File: src/rtl/bp_fe_bht_updater.sv
// In-order update queue feeding the BHT write port; escalates to a forced write
// when the head record keeps getting rejected or the queue fills.
module bp_fe_bht_updater #(
    parameter int bht_idx_width_p    = 9,
    parameter int bht_offset_width_p = 3,
    parameter int ghist_width_p      = 2,
    parameter int bht_row_width_p    = 16,
    parameter int els_p              = 4,
    parameter int retry_limit_p      = 3
) (
    input  logic                          clk_i,
    input  logic                          reset_i,
    input  logic                          init_done_i,

    input  logic                          resolve_v_i,
    output logic                          resolve_ready_o,
    input  logic [bht_idx_width_p-1:0]    resolve_idx_i,
    input  logic [bht_offset_width_p-1:0] resolve_offset_i,
    input  logic [ghist_width_p-1:0]      resolve_ghist_i,
    input  logic [bht_row_width_p-1:0]    resolve_val_i,
    input  logic                          resolve_correct_i,

    output logic                          w_v_o,
    output logic                          w_force_o,
    output logic [bht_idx_width_p-1:0]    w_idx_o,
    output logic [bht_offset_width_p-1:0] w_offset_o,
    output logic [ghist_width_p-1:0]      w_ghist_o,
    output logic [bht_row_width_p-1:0]    w_val_o,
    output logic                          w_correct_o,
    input  logic                          w_yumi_i,

    output logic                          full_o
);

    localparam int ptr_w_lp   = (els_p > 1) ? $clog2(els_p) : 1;
    localparam int cnt_w_lp   = $clog2(els_p + 1);
    localparam int retry_w_lp = $clog2(retry_limit_p + 1);
    localparam int rec_w_lp   = bht_idx_width_p + bht_offset_width_p
                              + ghist_width_p + bht_row_width_p + 1;

    logic [rec_w_lp-1:0]   mem_q [els_p];
    logic [ptr_w_lp-1:0]   wptr_q, wptr_d;
    logic [ptr_w_lp-1:0]   rptr_q, rptr_d;
    logic [cnt_w_lp-1:0]   cnt_q, cnt_d;
    logic [retry_w_lp-1:0] retry_q, retry_d;

    logic full, empty, enq, deq, retry_sat;

    assign full      = (cnt_q == cnt_w_lp'(els_p));
    assign empty     = (cnt_q == '0);
    assign retry_sat = (retry_q == retry_w_lp'(retry_limit_p));

    // No pass-through when full: a same-cycle dequeue does not free a slot early.
    assign resolve_ready_o = ~full;
    assign enq             = resolve_v_i & ~full;
    assign deq             = w_yumi_i & w_v_o;

    assign w_v_o     = init_done_i & ~empty;
    assign w_force_o = w_v_o & (retry_sat | full);
    assign full_o    = full;

    assign {w_idx_o, w_offset_o, w_ghist_o, w_val_o, w_correct_o} = mem_q[rptr_q];

    always_comb begin
        wptr_d  = wptr_q + ptr_w_lp'(enq);
        rptr_d  = rptr_q + ptr_w_lp'(deq);
        cnt_d   = cnt_q;
        retry_d = retry_q;
        case ({enq, deq})
            2'b10:   cnt_d = cnt_q + cnt_w_lp'(1);
            2'b01:   cnt_d = cnt_q - cnt_w_lp'(1);
            default: cnt_d = cnt_q;
        endcase
        // Retry count belongs to the head record; it restarts for each new head.
        if (deq)
            retry_d = '0;
        else if (w_v_o && !retry_sat)
            retry_d = retry_q + retry_w_lp'(1);
    end

    always_ff @(posedge clk_i) begin
        if (reset_i) begin
            wptr_q  <= '0;
            rptr_q  <= '0;
            cnt_q   <= '0;
            retry_q <= '0;
        end else begin
            wptr_q  <= wptr_d;
            rptr_q  <= rptr_d;
            cnt_q   <= cnt_d;
            retry_q <= retry_d;
        end
    end

    always_ff @(posedge clk_i) begin
        if (enq)
            mem_q[wptr_q] <= {resolve_idx_i, resolve_offset_i, resolve_ghist_i,
                              resolve_val_i, resolve_correct_i};
    end

`ifndef SYNTHESIS
    always_ff @(posedge clk_i) begin
        if (!reset_i)
            assert (!(w_yumi_i && !w_v_o)) else $error("w_yumi_i asserted without w_v_o");
    end
`endif

endmodule

File: config.mk
export PLATFORM = sky130hd
export DESIGN_NAME = bp_fe_bht_updater
export DESIGN_NICKNAME = d
export VERILOG_FILES = /design/src/rtl/bp_fe_bht_updater.sv
export SDC_FILE = /design/constraint.sdc
export NUM_CORES = 1
export LEC_CHECK = 0
export CAP_MARGIN = 20
export CELL_PAD_IN_SITES_DETAIL_PLACEMENT = 1
export CELL_PAD_IN_SITES_GLOBAL_PLACEMENT = 2
export CORE_MARGIN = 2
export CORE_UTILIZATION = 45
export DETAILED_ROUTE_END_ITERATION = 7
export DONT_BUFFER_PORTS = 1
export PLACE_DENSITY = 0.76
export SYNTH_ARGS = -nofsm -noshare
export SYNTH_HDL_FRONTEND = slang
export SYNTH_SLANG_ARGS = --single-unit
File: constraint.sdc
create_clock -name clk_i -period 6.1 [get_ports clk_i]
set_input_delay 1.22 -clock clk_i [delete_from_list [all_inputs] [get_ports clk_i]]
set_output_delay 1.22 -clock clk_i [all_outputs]
set_load 0.02 [all_outputs]
### Word-level counts from Yosys, hierarchy flattened

Memory sizes are Yosys's and may differ from the RTL's. A register that Yosys moved wholly into a read port is not among the register bits.
Cells that the tools add are included.

* add/sub/neg operators: 5
* eq/ne operators: 4
* mux-type cells: 4
* bitwise operators: 7
* reduce and logical (&&, ||, !) cells: 5

Operators with widths (number)
* $pmux W3 S2: 1
* $add A2 B1 Y2: 2
* $and A1 B1 Y1: 4
* $eq A2 B2 Y1 const B: 2
* $add A3 B1 Y3 const B: 1
* $eq A3 B3 Y1 const B: 1
* $logic_not A3 Y1: 1
* $sub A3 B1 Y3 const B: 1
* $add A2 B1 Y2 const B: 1
* $eq A2 B1 Y1 const B: 1
* $mux W1: 2
* $mux W2: 1
* $not A1 Y1: 2
* $reduce_bool A2 Y1: 1
* $reduce_or A2 Y1: 1
* $logic_and A1 B1 Y1: 1
* $logic_not A1 Y1: 1
* $or A1 B1 Y1: 1

* flip-flop bits (word level): 9
* RAM bits: 124
* input port bits: 36
* output and inout bits: 35
* logic and storage cells: 30
* memories: 1

Memories
* mem_q: depth 4, width 31, read ports 1, clocked after memory_dff 1, write ports 1, RTL line 41 `logic [rec_w_lp-1:0] mem_q [els_p];`

### Logic depth before layout (Yosys ltp)

* depth after elaboration: 6
* gate-level depth with buffers: 9

### Worst setup path after synthesis

OpenSTA, ideal clock, no wires.

* path type: input-to-reg
* start point: input port resolve_v_i
* end point: memory mem_q[1][0] (netlist name), enable pin
* setup time: 0.464 ns
* arrival: 3.739 ns
* data required time: 5.636 ns
* path slack: 1.896 ns
* cell stages on the path: 3
* path through: and2_4 > inv_1 > nor3b_1

* cells in the longest elaborated chain, start to end: 3

RTL lines
* start, declared: RTL line 15 `input logic resolve_v_i,`
* $and A1 B1 Y1: RTL line 55 `assign enq = resolve_v_i & ~full;`
* $mux W1: RTL line 96 `if (enq)`
* $mux W1 (implied by the code): RTL line 97 `mem_q[wptr_q] <= {resolve_idx_i, resolve_offset_i, resolve_ghist_i,`
* end, declared: RTL line 41

No other way between the ends.

==> impl_metrics.prom <==
# TYPE chip_impl_metric gauge
chip_impl_info{name="rsz0062_at_grt",value="no"} 1
chip_impl_metric{name="clk_latency",unit="ns"} 0.53
chip_impl_metric{name="place.gp.congestion",unit=""} 0.647
chip_impl_metric{name="dieArea",unit="sq mm"} 0.0118
chip_impl_metric{name="syn_nets",unit=""} 256
chip_impl_metric{name="max_cap_violations",unit=""} 0
chip_impl_metric{name="fin_skew",unit="ns"} 0.0131
chip_impl_metric{name="synth.yosys.seq_area_share",unit="%"} 78.9
chip_impl_metric{name="cts-buffers-inserted",unit=""} 17
chip_impl_metric{name="cellLeakagePower",unit="nW"} 1.85
chip_impl_metric{name="first_pass_iters",unit=""} 4
chip_impl_info{name="worst_hold_path_type",value="reg -> reg"} 1
chip_impl_metric{name="syn-instance-count",unit=""} 215
chip_impl_metric{name="port-buffer-count",unit=""} 0
chip_impl_metric{name="postCtsHoldBufs",unit=""} 0
chip_impl_metric{name="total_setup_buffers_inserted_after_cts",unit=""} 0
chip_impl_metric{name="hold_viol",unit=""} 0
chip_impl_metric{name="slew_headroom",unit="%"} 43.6
chip_impl_metric{name="cts_buffer_depth",unit=""} 2
chip_impl_info{name="commonest_cells_after_routing_fill_and_taps_aside",value="124 x sky130_fd_sc_hd__edfxtp_1, 31 x sky130_fd_sc_hd__mux4_2, 16 x sky130_fd_sc_hd__clkbuf_16"} 1
chip_impl_metric{name="io_pins",unit=""} 71
chip_impl_metric{name="dpl_cell_area",unit="sq mm"} 0.00512
chip_impl_metric{name="floorplan.rows",unit=""} 38
chip_impl_metric{name="detail_route.vias_per_cell",unit=""} 5.49
chip_impl_metric{name="netlist_area",unit="sq mm"} 0.00495
chip_impl_metric{name="avgRoutedWirePerCell",unit="microns"} 23.0
chip_impl_metric{name="drtIter0Drc",unit=""} 121
chip_impl_metric{name="hpwl",unit="microns"} 5280
chip_impl_metric{name="fin_crit_sh",unit="%"} 57.8
chip_impl_metric{name="dpl_worst_slack",unit="ns"} 2.96
chip_impl_metric{name="grt_remaining_overflow",unit=""} 0
chip_impl_info{name="cts_tree",value="built"} 1
chip_impl_metric{name="initial_core_util",unit="%"} 45.8
chip_impl_metric{name="number_of_antenna_violations_at_the_first_check_in_global_routing",unit=""} 0
chip_impl_info{name="setup.worst_path.class",value="reg -> out"} 1
chip_impl_metric{name="timing.setup.tns",unit="ns"} 0
chip_impl_metric{name="all_layer_global_routing_usage",unit="%"} 16.4
chip_impl_metric{name="syn_area_per_cell",unit="sq um"} 23.0
chip_impl_metric{name="drive_above_1_share",unit="%"} 29.9
chip_impl_metric{name="cp.required",unit="ns"} 4.88
chip_impl_metric{name="drcViolationCount",unit=""} 0
chip_impl_metric{name="path_clk_slew",unit="ns"} 0.06
chip_impl_metric{name="biggest_fanout_along_the_worst_timing_path",unit=""} 18
chip_impl_metric{name="number_of_global_route_vias_before_repair",unit=""} 2300
chip_impl_metric{name="worst_ir_drop_vdd",unit="mV"} 0.298
chip_impl_metric{name="die_height",unit="microns"} 109
chip_impl_metric{name="total_number_of_vias",unit=""} 2108
chip_impl_metric{name="wl",unit="microns"} 8850
chip_impl_metric{name="core_area",unit="sq mm"} 0.0108
chip_impl_info{name="endpoint_kind",value="primary output"} 1
chip_impl_metric{name="synth.ff_latch_count",unit=""} 133
chip_impl_metric{name="cp.arrival",unit="ns"} 2.31
chip_impl_metric{name="clock_sink_count",unit=""} 133
chip_impl_metric{name="insertedDiodeCount",unit=""} 0
chip_impl_metric{name="p_per_area",unit="mW/mm^2"} 429
chip_impl_info{name="status",value="completed"} 1
chip_impl_metric{name="die_w",unit="microns"} 109
chip_impl_metric{name="ctsHtreeMaxLevel",unit=""} 4
chip_impl_metric{name="final.fill_count",unit=""} 903
chip_impl_metric{name="ys_warn_count",unit=""} 0
chip_impl_metric{name="summed_area_of_non_filler_cells_in_the_final_layout",unit="sq mm"} 0.00579
chip_impl_metric{name="grt_pass1_wl",unit="microns"} 13300
chip_impl_info{name="critPathLaunchType",value="register"} 1
chip_impl_metric{name="slew_violations",unit=""} 0
chip_impl_info{name="layout.cells.most_common",value="sky130_fd_sc_hd__edfxtp_1"} 1
chip_impl_metric{name="grt_start_max_net_pins",unit=""} 33
chip_impl_metric{name="area_growth",unit="%"} 17.1
chip_impl_metric{name="synth_cell_type_count",unit=""} 25
chip_impl_metric{name="final_util",unit="%"} 53.7
chip_impl_metric{name="cts_resized",unit=""} 0
chip_impl_info{name="ctsRootBufferMaster",value="sky130_fd_sc_hd__clkbuf_8"} 1
chip_impl_metric{name="setup_viol_count_final",unit=""} 0
chip_impl_metric{name="postLayoutSetupSlackWorst",unit="ns"} 2.57
chip_impl_metric{name="fin_nets",unit=""} 272
chip_impl_metric{name="detail-route-antenna-nets",unit=""} 0
chip_impl_metric{name="achievable-frequency",unit="MHz"} 284
chip_impl_metric{name="tightest_slew",unit="ns"} 0.846
chip_impl_metric{name="final_period_minus_worst_setup_slack",unit="ns"} 3.53
## synthesized netlist by cell type, drive strengths merged
| library cell | n | area share [%] |
|---|---|---|
| nor3 | 1 | 0.10 |
| and2 | 2 | 0.30 |
| inv | 6 | 0.46 |
| o21ai | 3 | 0.30 |
| dfxtp | 9 | 3.6 |
| nand3 | 1 | 0.10 |
| buf | 6 | 0.99 |
| xnor2 | 2 | 0.35 |
| nor3b | 2 | 0.30 |
| fa | 1 | 0.40 |
| and3 | 1 | 0.13 |
| a21oi | 5 | 0.51 |
| mux4 | 31 | 14 |
| ha | 4 | 1.0 |
| xor2 | 2 | 0.35 |
| edfxtp | 124 | 75 |
| nand3b | 1 | 0.15 |
| or3 | 1 | 0.13 |
| o31ai | 1 | 0.15 |
| nor2 | 7 | 0.53 |
| or3b | 1 | 0.23 |
| nor2b | 3 | 0.38 |
| clkbuf | 1 | 0.076 |
## state kept, by name (all words and copies together) (netlist names)
register	count
rptr_q	2
wptr_q	2
retry_q	2
cnt_q	3
mem_q	124
## final cells by class
cell class	instances	area (sq um)	share of cell area, %
sequential	133	3910	67.4
multi-input combinational	69	983	17.0
clock buffer	19	422	7.28
clock inverter	13	254	4.38
tap	140	175	3.02
timing repair buffer	4	30.0	0.518
inverter	6	22.5	0.389
## worst paths after layout
path | from | to | slack, ns | cells after the start
worst max-delay path | rptr_q[0]$_SDFF_PP0_ | w_idx_o[7] | 2.57 | 2
worst min-delay path | retry_q[1]$_SDFFE_PP0P_ | retry_q[1]$_SDFFE_PP0P_ | 0.48 | 2
worst max register to register | cnt_q[0]$_SDFFE_PP0P_ | cnt_q[2]$_SDFFE_PP0P_ | 3.65 | 9
worst min register to register | retry_q[1]$_SDFFE_PP0P_ | retry_q[1]$_SDFFE_PP0P_ | 0.48 | 2
## worst max-delay path, stage by stage, from the launching register on
cell,delay (ns)
sky130_fd_sc_hd__dfxtp_2,0.66
sky130_fd_sc_hd__buf_4,0.45
sky130_fd_sc_hd__mux4_2,0.65
## cell families after synthesis
family | share of synthesized area, %
AO/OA/AOI/OAI | 0.961
XOR/XNOR | 0.708
adder cells (fa/ha/maj) | 1.42
buffers and inverters | 1.52
flip-flops | 78.9
multiplexers | 14.1
AND/OR/NAND/NOR | 2.35
## where the power goes
part	internal [mW]	leakage [nW]	total [mW]	switching [mW]
Combinational	0.0858	0.322	0.231	0.146
Clock	0.787	0.314	1.16	0.370
Sequential	1.07	1.21	1.10	0.0303
## stage by stage
stage,std cells,hold slack (ns),total power [mW]
global route,384,0.506,2.57
finish,384,0.484,2.48
detailed placement,352,0.481,1.36
CTS,384,0.487,2.52
global placement,352,0.465,1.35
floorplan,215,0.453,1.31
## layer usage
metal | up-vias | global-route usage (%) | part of all wire (%)
met5 | - | 0 | 0
met4 | 0 | 7.69 | 1.6
met3 | 12 | 8.25 | 8.0
met2 | 66 | 25.0 | 50
met1 | 1109 | 19.5 | 41
li1 | 921 | - | -
(Power assumes the default switching activity.)
